### src/rtl/fp16_pkg.sv
// fp16 field layout, checker FSM states and the result compare rule.
// FP16_CHK_NAN_EN: any expected NaN accepts any returned NaN.
package fp16_pkg;

  localparam int SIGN_BIT = 15;
  localparam int EXP_HI   = 14;
  localparam int EXP_LO   = 10;
  localparam int MAN_HI   = 9;
  localparam int MAN_LO   = 0;

  localparam logic [4:0] EXP_ZERO = 5'h00;
  localparam logic [4:0] EXP_MAX  = 5'h1F;

  typedef enum logic [1:0] {
    IDLE = 2'd0,
    RUN  = 2'd1,
    DONE = 2'd2
  } state_t;

  function automatic logic fp16_match(
    input logic [15:0] got,
    input logic [15:0] ex,
    input int unsigned tol
  );
    logic [4:0]         ge;
    logic [4:0]         ee;
    logic [9:0]         gm;
    logic [9:0]         em;
    logic               ss;
    logic signed [16:0] d;
    logic [16:0]        ad;
    logic               ok;
    ge = got[EXP_HI:EXP_LO];
    ee = ex[EXP_HI:EXP_LO];
    gm = got[MAN_HI:MAN_LO];
    em = ex[MAN_HI:MAN_LO];
    ss = got[SIGN_BIT] == ex[SIGN_BIT];
    d  = $signed({2'b00, got[14:0]}) - $signed({2'b00, ex[14:0]});
    ad = d[16] ? 17'(-d) : 17'(d);
    if (ee == EXP_ZERO) begin
      // zero and subnormal expectations collapse to signless zero
      ok = (ge == EXP_ZERO) && (gm == 10'd0);
    end else if (ee == EXP_MAX) begin
`ifdef FP16_CHK_NAN_EN
      if (em != 10'd0)
        ok = (ge == EXP_MAX) && (gm != 10'd0);
      else
        ok = (ge == EXP_MAX) && (gm == 10'd0) && ss;
`else
      ok = (ge == EXP_MAX) && (gm == 10'd0) && ss && (em == em);
`endif
    end else begin
      ok = (ad <= 17'(tol)) && ss;
    end
    return ok;
  endfunction

endpackage

### src/rtl/fp16_chk_fifo.sv
// Expected-value FIFO: DEPTH x 16, flush has priority, no bypass paths.
module fp16_chk_fifo
  import fp16_pkg::*;
#(
  parameter int DEPTH = 8
) (
  input  logic        clk,
  input  logic        rst,
  input  logic        flush,
  input  logic        push,
  input  logic        pop,
  input  logic [15:0] wdata,
  output logic [15:0] rdata,
  output logic        full,
  output logic        empty
);

  localparam int AW = $clog2(DEPTH);

  logic [15:0]   mem [DEPTH];
  logic [AW-1:0] wr_ptr;
  logic [AW-1:0] rd_ptr;
  logic [AW:0]   count;
  logic          do_push;
  logic          do_pop;

  assign full    = count == (AW+1)'(DEPTH);
  assign empty   = count == '0;
  assign do_push = push & ~full;
  assign do_pop  = pop & ~empty;
  assign rdata   = mem[rd_ptr];

  always_ff @(posedge clk) begin
    if (do_push)
      mem[wr_ptr] <= wdata;
  end

  always_ff @(posedge clk or posedge rst) begin
    if (rst) begin
      wr_ptr <= '0;
      rd_ptr <= '0;
      count  <= '0;
    end else if (flush) begin
      wr_ptr <= '0;
      rd_ptr <= '0;
      count  <= '0;
    end else begin
      if (do_push)
        wr_ptr <= wr_ptr + 1'b1;
      if (do_pop)
        rd_ptr <= rd_ptr + 1'b1;
      if (do_push && !do_pop)
        count <= count + 1'b1;
      else if (do_pop && !do_push)
        count <= count - 1'b1;
    end
  end

endmodule

### config.mk
export PLATFORM = sky130hd
export DESIGN_NAME = fp16_chk_fifo
export DESIGN_NICKNAME = d
export VERILOG_FILES = /design/src/rtl/fp16_pkg.sv /design/src/rtl/fp16_chk_fifo.sv
export SDC_FILE = /design/constraint.sdc
export NUM_CORES = 1
export LEC_CHECK = 0
export ABC_AREA = 1
export CAP_MARGIN = 40
export CORE_ASPECT_RATIO = 0.8
export CORE_MARGIN = 5
export CORE_UTILIZATION = 35
export CTS_CLUSTER_DIAMETER = 100
export DETAILED_ROUTE_END_ITERATION = 10
export PLACE_DENSITY_LB_ADDON = 0.12
export SLEW_MARGIN = 0
export SYNTH_ARGS = -nofsm -noshare
export SYNTH_HDL_FRONTEND = slang
export SYNTH_SLANG_ARGS = --single-unit
### constraint.sdc
create_clock -name clk -period 2.2 [get_ports clk]
set_input_delay 0.44 -clock clk [delete_from_list [all_inputs] [get_ports clk]]
set_output_delay 0.44 -clock clk [all_outputs]
set_load 0.005 [all_outputs]
==> impl_metrics.tcl, run 1 <==
set metrics [dict create \
    status "finished with violations" \
    violations "setup timing" \
    ctsLongestPathBuffers 2 \
    syn2layout_area_growth_pct 34.8 \
    worstSetupPathType "reg -> out" \
    final_cell_area_um2 7690 \
    grt_pass1_vias 3877 \
    cp-startpoint "rd_ptr[0]" \
    wl_per_cell_um 17.7 \
    num_io_pins 39 \
    cp-end-kind "output port" \
    r2r_end "count[3]" \
    viasPerCell 4.92 \
    met2_length_mm 6.23 \
    h-tree-depth 4 \
    finalSetupViolations 12 \
    hold_class "in -> async" \
    synth.avg_cell_area_um2 12.6 \
    irDropWorstVdd_v 0.000681 \
    die_x_um 153 \
    synth_compound_area_frac 0.108 \
    synthMuxAreaShare 0 \
    reg2reg_depth 11 \
    cts_made_buffers 17 \
    rrSetupSlack_ps 260 \
    cp.required_ps 1760 \
    grt_use_total 0.150 \
    dp_hpwl_mm 8.17 \
    leakage_uw 0.00277 \
    synth_largest_area_cell "edfxtp_1" \
    die-area_um2 19000 \
    maxCapViolCount 0 \
    rsz0062_at_grt "yes" \
    vias 3841 \
    slew_violations 0 \
    wl_met1_mm 6.78 \
    final_antenna_net_count 0 \
    synth_fp_nets 480 \
    cts_root_buf "clkbuf_16" \
    antenna_found_initial 0 \
    cp_max_fo 6 \
    dpl_cell_area_um2 6600 \
    endpoint "rdata[9]" \
    drt-pass1-iter-count 4 \
    slew_headroom 0.705 \
    clock_latency_ps 410 \
    finalSetupTns_ps -387 \
    layout.cells.non_filler 781 \
    yosys.area_share.simple 0.121 \
    io_buffers 38 \
    final_cell_mix "edfxtp_1, nor2_1, o21ai_1, buf_4, o21ai_0" \
    hold_ws_ps 334 \
    start_util 0.358 \
    ys_warn_count 0 \
    drc_errors 0 \
    tightestPinTransition_ps 442 \
    layout_commonest_cell "edfxtp_1" \
    clk_pin_slew_ps 60 \
    ys_types 35 \
    synth_top_family_by_area "simple AND/OR/NAND/NOR gates" \
    cts_tree "built" \
    wirelength_mm 13.8 \
    insertedDiodeCount 0 \
    grt.overflow.total 0 \
    met3WireLength_um 623 \
    cts_sinks 138 \
    drt_iter0_drc 278 \
    hold_buffers 0 \
    place_congestion 0.762 \
    num_rows 41 \
    synth_xor_area_frac 0.00154 \
    ys_ff_latch 138 \
    finalCritPeriodShare 1.03 \
    final_nets 579 \
    critPathArrivalTime_ps 1820 \
    r2r_start "count[1]" \
    final-hold-violation-count 0 \
    drive_gt1_frac 0.318 \
    yosysTopAreaCellShare 0.674 \
    dp_cells 723 \
    crit_path_start_kind "flop" \
    power_uw 8900 \
    syn_inst 454 \
    clock_skew_ps 5.54 \
    fp.dieH_um 124 \
    grt_pass1_wl_mm 21.7 \
    power.density_nw_per_um2 1160 \
    synth_area_um2 5700 \
    coreArea_um2 15900 \
    synthAdderAreaFrac 0.0123 \
    period_needed_ps 2260 \
    grt_max_degree 35 \
    ys_top_cells_by_area "edfxtp_1, nor2_1, o21ai_0, dfrtp_1, a31oi_1" \
    highest_layer "met4" \
    ys_seq_area_frac 0.718 \
    max_freq_mhz 442 \
    layout_setup_ws_ps -62.4 \
]
## logic make-up (layout without fill, tap and decap cells)
| group | count (synthesis) | count (layout) |
|---|---|---|
| AOI/OAI and AO/OA | 111 | 111 |
| buffers and inverters | 42 | 154 |
| xor gates and xnor gates | 1 | 1 |
| adders and majority gates | 5 | 5 |
| DFF | 138 | 138 |
| and+or+nand+nor | 157 | 157 |
## where the power goes
part / internal, uW / switching (uW)
Combinational: 1520 / 1590
Clock: 1550 / 1090
Sequential: 3060 / 89.3
Total: 6130 / 2770
## worst min-delay path by stage
stage                   start        end  slack (ps)
finish                    rst   count[2]         330
global route              rst   count[0]         380
CTS                       rst   count[3]         340
detailed placement  wr_ptr[0]  wr_ptr[0]         590
global placement    wr_ptr[0]  wr_ptr[0]         570
floorplan                 rst   count[0]         280
## cell usage after synthesis (all sizes together)
library cell and count:
clkinv 2, ha 4, o21a 1, inv 17, nor2 127, clkbuf 9
buf 14, a211oi 1, o21ai 70, a31oi 16, nand4 1, edfxtp 128
fa 1, nand3 9, xnor2 1, a21o 1, nor3 1, a21oi 6
nand2 19, o22ai 16, dfrtp 10
## worst max-delay path: stages, from the launching register on
cell and delay (ps):
dfrtp_2 410, buf_6 140, buf_16 100, buf_8 120, o21ai_2 60, o22ai_2 200, nor2_2 70, a31oi_1 170
buf_2 150
## layout make-up
cell class / instances / area (um2)
Sequential cell: 138 / 4100
Multi-Input combinational cell: 274 / 1570
Fill cell: 1445 / 8220
Timing Repair Buffer: 103 / 1120
Clock inverter: 15 / 128
Clock buffer: 17 / 425
Tap cell: 215 / 269
Inverter: 19 / 76.3
## layer usage
layer	track usage	up-vias
met5	0	-
met4	0.0434	0
met3	0.0340	14
met2	0.238	84
met1	0.210	1907
li1	-	1836
## sequential cells by signal (all words and copies together) (netlist names)
register  flops
wr_ptr        3
rd_ptr        3
count         4
mem         128
## metrics by stage
step / setup WS, ps / utilization
after floorplan: 158 / -
after global placement: -66.0 / 0.415
after detailed placement: -51.5 / 0.415
after CTS: -87.9 / 0.468
after global routing: -143 / 0.483
final: -62.4 / 0.483
## timing repair
action / CTS / global route
buffers inserted: 15 / 6
endpoints found under the setup margin: 16 / 18
cloned: 4 / 1
resized for setup: 126 / 57
pin swaps: 25 / 37
endpoints found under the hold margin: 0 / 0
(Power assumes the default switching activity.)
==> run 2, diff against run 1 <==
--- a/config.mk
+++ b/config.mk
@@ -8,7 +8,7 @@
 export ABC_AREA = 1
 export CAP_MARGIN = 40
 export CORE_ASPECT_RATIO = 0.8
-export CORE_MARGIN = 5
+export CORE_MARGIN = 2
 export CORE_UTILIZATION = 35
 export CTS_CLUSTER_DIAMETER = 100
 export DETAILED_ROUTE_END_ITERATION = 10
==> impl_metrics.tcl, run 2 (synthesis results as in run 1) <==
set metrics [dict create \
    multi_input_area_um2 1510 \
    top_regs "mem (128), count (4)" \
    final_cell_area_um2 7580 \
    h-tree-depth 4 \
    cts_root_buf "clkbuf_16" \
    wl_per_cell_um 17.1 \
    status "finished with violations" \
    antenna_found_initial 0 \
    cp_max_fo 10 \
    start_util 0.360 \
    hold_buffers 0 \
    grt_use_total 0.163 \
    drt-pass1-iter-count 4 \
    wirelength_mm 13.4 \
    io_buffers 38 \
    clock_latency_ps 420 \
    cp.required_ps 1760 \
    power.density_nw_per_um2 1150 \
    rsz0062_at_grt "yes" \
    grt_max_degree 21 \
    cp-end-kind "output port" \
    largest_register_ffs 128 \
    maxCapViolCount 0 \
    cts_tree "built" \
    coreArea_um2 15900 \
    final_antenna_net_count 0 \
    final-hold-violation-count 0 \
    layout_commonest_cell "edfxtp_1" \
    n_fill_cell 1419 \
    cts_made_buffers 17 \
    die_x_um 147 \
    irDropWorstVdd_v 0.000598 \
    final_nets 581 \
    drt_iter0_drc 222 \
    seqCellArea_um2 4100 \
    hold_ws_ps 334 \
    slew_headroom 0.711 \
    critPathArrivalTime_ps 1830 \
    num_io_pins 39 \
    clk_pin_slew_ps 60 \
    fp.dieH_um 118 \
    dp_hpwl_mm 8.08 \
    syn2layout_area_growth_pct 33.0 \
    vias 3746 \
    grt_pass1_vias 3680 \
    finalCritPeriodShare 1.03 \
    hold_class "in -> async" \
    finalSetupViolations 8 \
    crit_path_start_kind "flop" \
    reg2reg_depth 10 \
    tightestPinTransition_ps 433 \
    die-area_um2 17300 \
    insertedDiodeCount 0 \
    finalSetupTns_ps -363 \
    drc_errors 0 \
    ctsLongestPathBuffers 2 \
    regMostFlops "mem" \
    worstSetupPathType "reg -> out" \
    layout_setup_ws_ps -74.2 \
    leakage_uw 0.00276 \
    max_freq_mhz 440 \
    grt_pass1_wl_mm 21.0 \
    final_cell_mix "edfxtp_1, nor2_1, buf_4, o21ai_0, o21ai_1" \
    violations "setup timing" \
    grt.overflow.total 0 \
    num_rows 41 \
    dpl_cell_area_um2 6590 \
    drive_gt1_frac 0.284 \
    viasPerCell 4.79 \
    cts_sinks 138 \
    period_needed_ps 2270 \
    slew_violations 0 \
    place_congestion 0.733 \
    clock_skew_ps 4.36 \
]
run 2: cell types whose count changed in the layout (fill, tap and decap cells not counted), moves of 4 or more:
cell and delta:
nor2_4 -4, buf_4 +7, o22ai_2 -6, clkinv_2 -5
buf_6 +4, o21ai_1 -4, buf_8 -7, clkinv_4 -4
clkinv_1 +5, o22ai_1 +6, nor2_2 -5, o21ai_0 +6
o21ai_2 -4, nor2_1 +9
run 2: power by group:
group	internal [uW]	total (uW)	switching, uW
Combinational	1390	2860	1470
Sequential	3060	3170	102
Clock	1640	2700	1060
Total	6090	8720	2630
run 2: timing repair:
| item | 4_1_cts | 5_1_grt |
|---|---|---|
| pin swaps | 15 | 32 |
| endpoints found under the setup margin | 16 | 18 |
| resized for setup | 114 | 49 |
| endpoints found under the hold margin | 0 | 0 |
| setup buffers | 14 | 8 |
| cloned | 3 | 2 |
run 2: final cells by class:
class | instances | area share
clock inverter | 14 | 0.0173
tap | 215 | 0.0355
clock buffer | 17 | 0.0561
sequential | 138 | 0.541
timing repair buffer | 105 | 0.141
multi-input combinational | 274 | 0.200
inverter | 19 | 0.0104
run 2: worst paths after layout:
kind / start / end / slack (ps)
min in group clk: wr_ptr[0] / wr_ptr[0] / 600
hold / removal: rst / count[1] / 330
hold reg to reg: wr_ptr[0] / wr_ptr[0] / 600
setup / recovery: rd_ptr[1] / rdata[12] / -70
max in group asynchronous: rst / rd_ptr[0] / 1540
setup reg to reg: count[1] / count[3] / 270
run 2: per-stage QoR:
| step | total power, uW | setup slack [ps] | std cells | utilization |
|---|---|---|---|---|
| detailed placement | 5540 | -76.9 | 729 | 0.416 |
| CTS | 8640 | -92.4 | 776 | 0.469 |
| global route | 9220 | -197 | 782 | 0.478 |
| finish | 8720 | -74.2 | 782 | 0.478 |
| global placement | 5530 | -28.9 | 729 | 0.416 |
| floorplan | 4560 | 158 | 454 | - |
run 2: layer usage:
metal	vias up	routed length (um)	share of wire	GRT usage
met3	8	598	0.045	0.0490
li1	1830	-	-	-
met4	0	116	0.0087	0.0552
met2	77	6220	0.47	0.246
met5	-	0	0	0
met1	1831	6440	0.48	0.224
run 2: critical path, stage by stage, from the launching register on:
cell,delay [ps]
dfrtp_2,450
inv_4,50
buf_6,120
buf_12,140
buf_6,120
nor2_2,90
o21ai_1,60
a31oi_1,220
buf_2,150
==> run 3, diff against run 2 <==
--- a/config.mk
+++ b/config.mk
@@ -13,6 +13,7 @@
 export CTS_CLUSTER_DIAMETER = 100
 export DETAILED_ROUTE_END_ITERATION = 10
 export PLACE_DENSITY_LB_ADDON = 0.12
+export SETUP_SLACK_MARGIN = 0.3
 export SLEW_MARGIN = 0
 export SYNTH_ARGS = -nofsm -noshare
 export SYNTH_HDL_FRONTEND = slang
==> impl_metrics.tcl, run 3 (synthesis results as in run 1) <==
set metrics [dict create \
    place_ws_ps -61.0 \
    crit_family "buffers and inverters" \
    num_io_pins 39 \
    cts_made_buffers 17 \
    wl_per_cell_um 17.6 \
    grt_max_degree 19 \
    critical_path.max_stage_delay_ps 460 \
    grt.overflow.total 0 \
    max_freq_mhz 438 \
    maxCapViolCount 0 \
    period_needed_ps 2280 \
    rsz0062_at_grt "yes" \
    vias 3786 \
    drive_gt1_frac 0.347 \
    slew_violations 0 \
    worst-path-buf-inv 4 \
    wirelength_mm 13.8 \
    clock_latency_ps 410 \
    regMostFlops "mem" \
    sw_frac_of_total 0.308 \
    final_antenna_net_count 0 \
    clk_pin_slew_ps 60 \
    top_regs "mem (128), count (4)" \
    drt_iter0_drc 261 \
    critPathArrivalTime_ps 1840 \
    clock_power_share 0.302 \
    p_switching_uw 2820 \
    slew_headroom 0.719 \
    leakage_uw 0.00282 \
    finalSetupViolations 12 \
    grt_use_total 0.168 \
    hold_class "in -> async" \
    antenna_found_initial 0 \
    cp_max_fo 8 \
    fin_util 0.492 \
    pwr-share-seq 0.345 \
    largest_register_ffs 128 \
    place_congestion 0.708 \
    viasPerCell 4.82 \
    tightestPinTransition_ps 421 \
    critPathSlowestCell "dfrtp_2" \
    cts_sinks 138 \
    power.density_nw_per_um2 1170 \
    syn2layout_area_growth_pct 36.7 \
    irDropWorstVdd_v 0.000668 \
    final_nets 584 \
    status "finished with violations" \
    die-area_um2 17300 \
    ctsLongestPathBuffers 2 \
    cts_root_buf "clkbuf_16" \
    final-hold-violation-count 0 \
    die_x_um 147 \
    dp_hpwl_mm 8.23 \
    insertedDiodeCount 0 \
    final_cell_mix "edfxtp_1, nor2_1, buf_4, o21ai_0, nor2_2" \
    io_buffers 38 \
    crit_path_start_kind "flop" \
    h-tree-depth 4 \
    drt-pass1-iter-count 4 \
    crit_chain "clkinv_4 -> buf_8 -> buf_12 -> nor2_2 -> o22ai_1 -> nor2_1 -> a31oi_2 -> buf_2" \
    clock_skew_ps 10.4 \
    coreArea_um2 15900 \
    finalCritPeriodShare 1.04 \
    power.internal_uw 6320 \
    grt_pass1_vias 3807 \
    fp.dieH_um 118 \
    violations "setup timing" \
    layout_commonest_cell "edfxtp_1" \
    cp.required_ps 1760 \
    num_rows 41 \
    worstSetupPathType "reg -> out" \
    hold_buffers 0 \
    grt_pass1_wl_mm 21.8 \
    rrSetupSlack_ps 340 \
    layout_setup_ws_ps -80.6 \
    cp-end-kind "output port" \
    drc_errors 0 \
    cts_tree "built" \
    start_util 0.360 \
    p_comb_frac 0.352 \
]
## run 3: cell count changes in the layout (fill, tap and decap cells not counted), sizes merged
| cell | delta |
|---|---|
| buf | +4 |
| inv | +2 |
| bufbuf | +1 |
| clkbuf | +1 |
| clkdlybuf4s50 | -1 |
| clkinv | -1 |
| clkinvlp | -1 |
| dlymetal6s2s | -1 |
## run 3: layout make-up
class | instances | area (um2)
Fill cell | 1399 | 8060
Sequential cell | 138 | 4100
Multi-Input combinational cell | 274 | 1640
Timing Repair Buffer | 108 | 1130
Clock buffer | 18 | 429
Tap cell | 215 | 269
Clock inverter | 14 | 146
Inverter | 19 | 81.3
## run 3: worst register-to-register path: cells and delay by family, from the launching register on
family,cells,cell delay (ps)
simple gates,7,580
flops,1,420
fa+ha+maj,1,220
compound gates,2,300
buf+inv,2,250
## run 3: worst paths after layout
check,startpoint,endpoint,cells after the start
setup / recovery,rd_ptr[0],rdata[9],8
hold / removal,rst,count[1],2
setup reg to reg,count[2],count[3],12
hold reg to reg,wr_ptr[0],wr_ptr[0],2
max in group asynchronous,rst,rd_ptr[0],2
min in group clk,wr_ptr[0],wr_ptr[0],2
## run 3: power by group through the flow
stage | Clock, uW | Sequential [uW] | Combinational, uW
floorplan | 0 | 3180 | 1380
global placement | 0 | 3200 | 2390
detailed placement | 0 | 3200 | 2410
CTS | 2810 | 3150 | 3090
global route | 2930 | 3170 | 3520
finish | 2760 | 3160 | 3220
## run 3: metal layers
layer  GRT usage  routed length [um]  up-vias
met5           0                   0        -
li1            -                   -     1851
met4      0.0528                 108        0
met1       0.238                6580     1819
met2       0.258                6360      106
met3      0.0382                 783       10
## run 3: what timing repair did
item | in CTS | in global routing
gates resized for setup | 141 | 43
setup endpoints to repair | 19 | 20
gates cloned | 4 | 0
setup buffers | 23 | 1
pin swaps | 41 | 28
## run 3: through the flow
step	power (uW)	hold WS (ps)	std cells	TNS [ps]	instance area [um2]
after detailed placement	5610	574	726	-343	6630
after global routing	9620	357	786	-2010	7790
after floorplan	4570	280	454	0	5710
after global placement	5590	571	726	-134	6630
after CTS	9040	319	785	-592	7660
final	9140	328	786	-480	7790
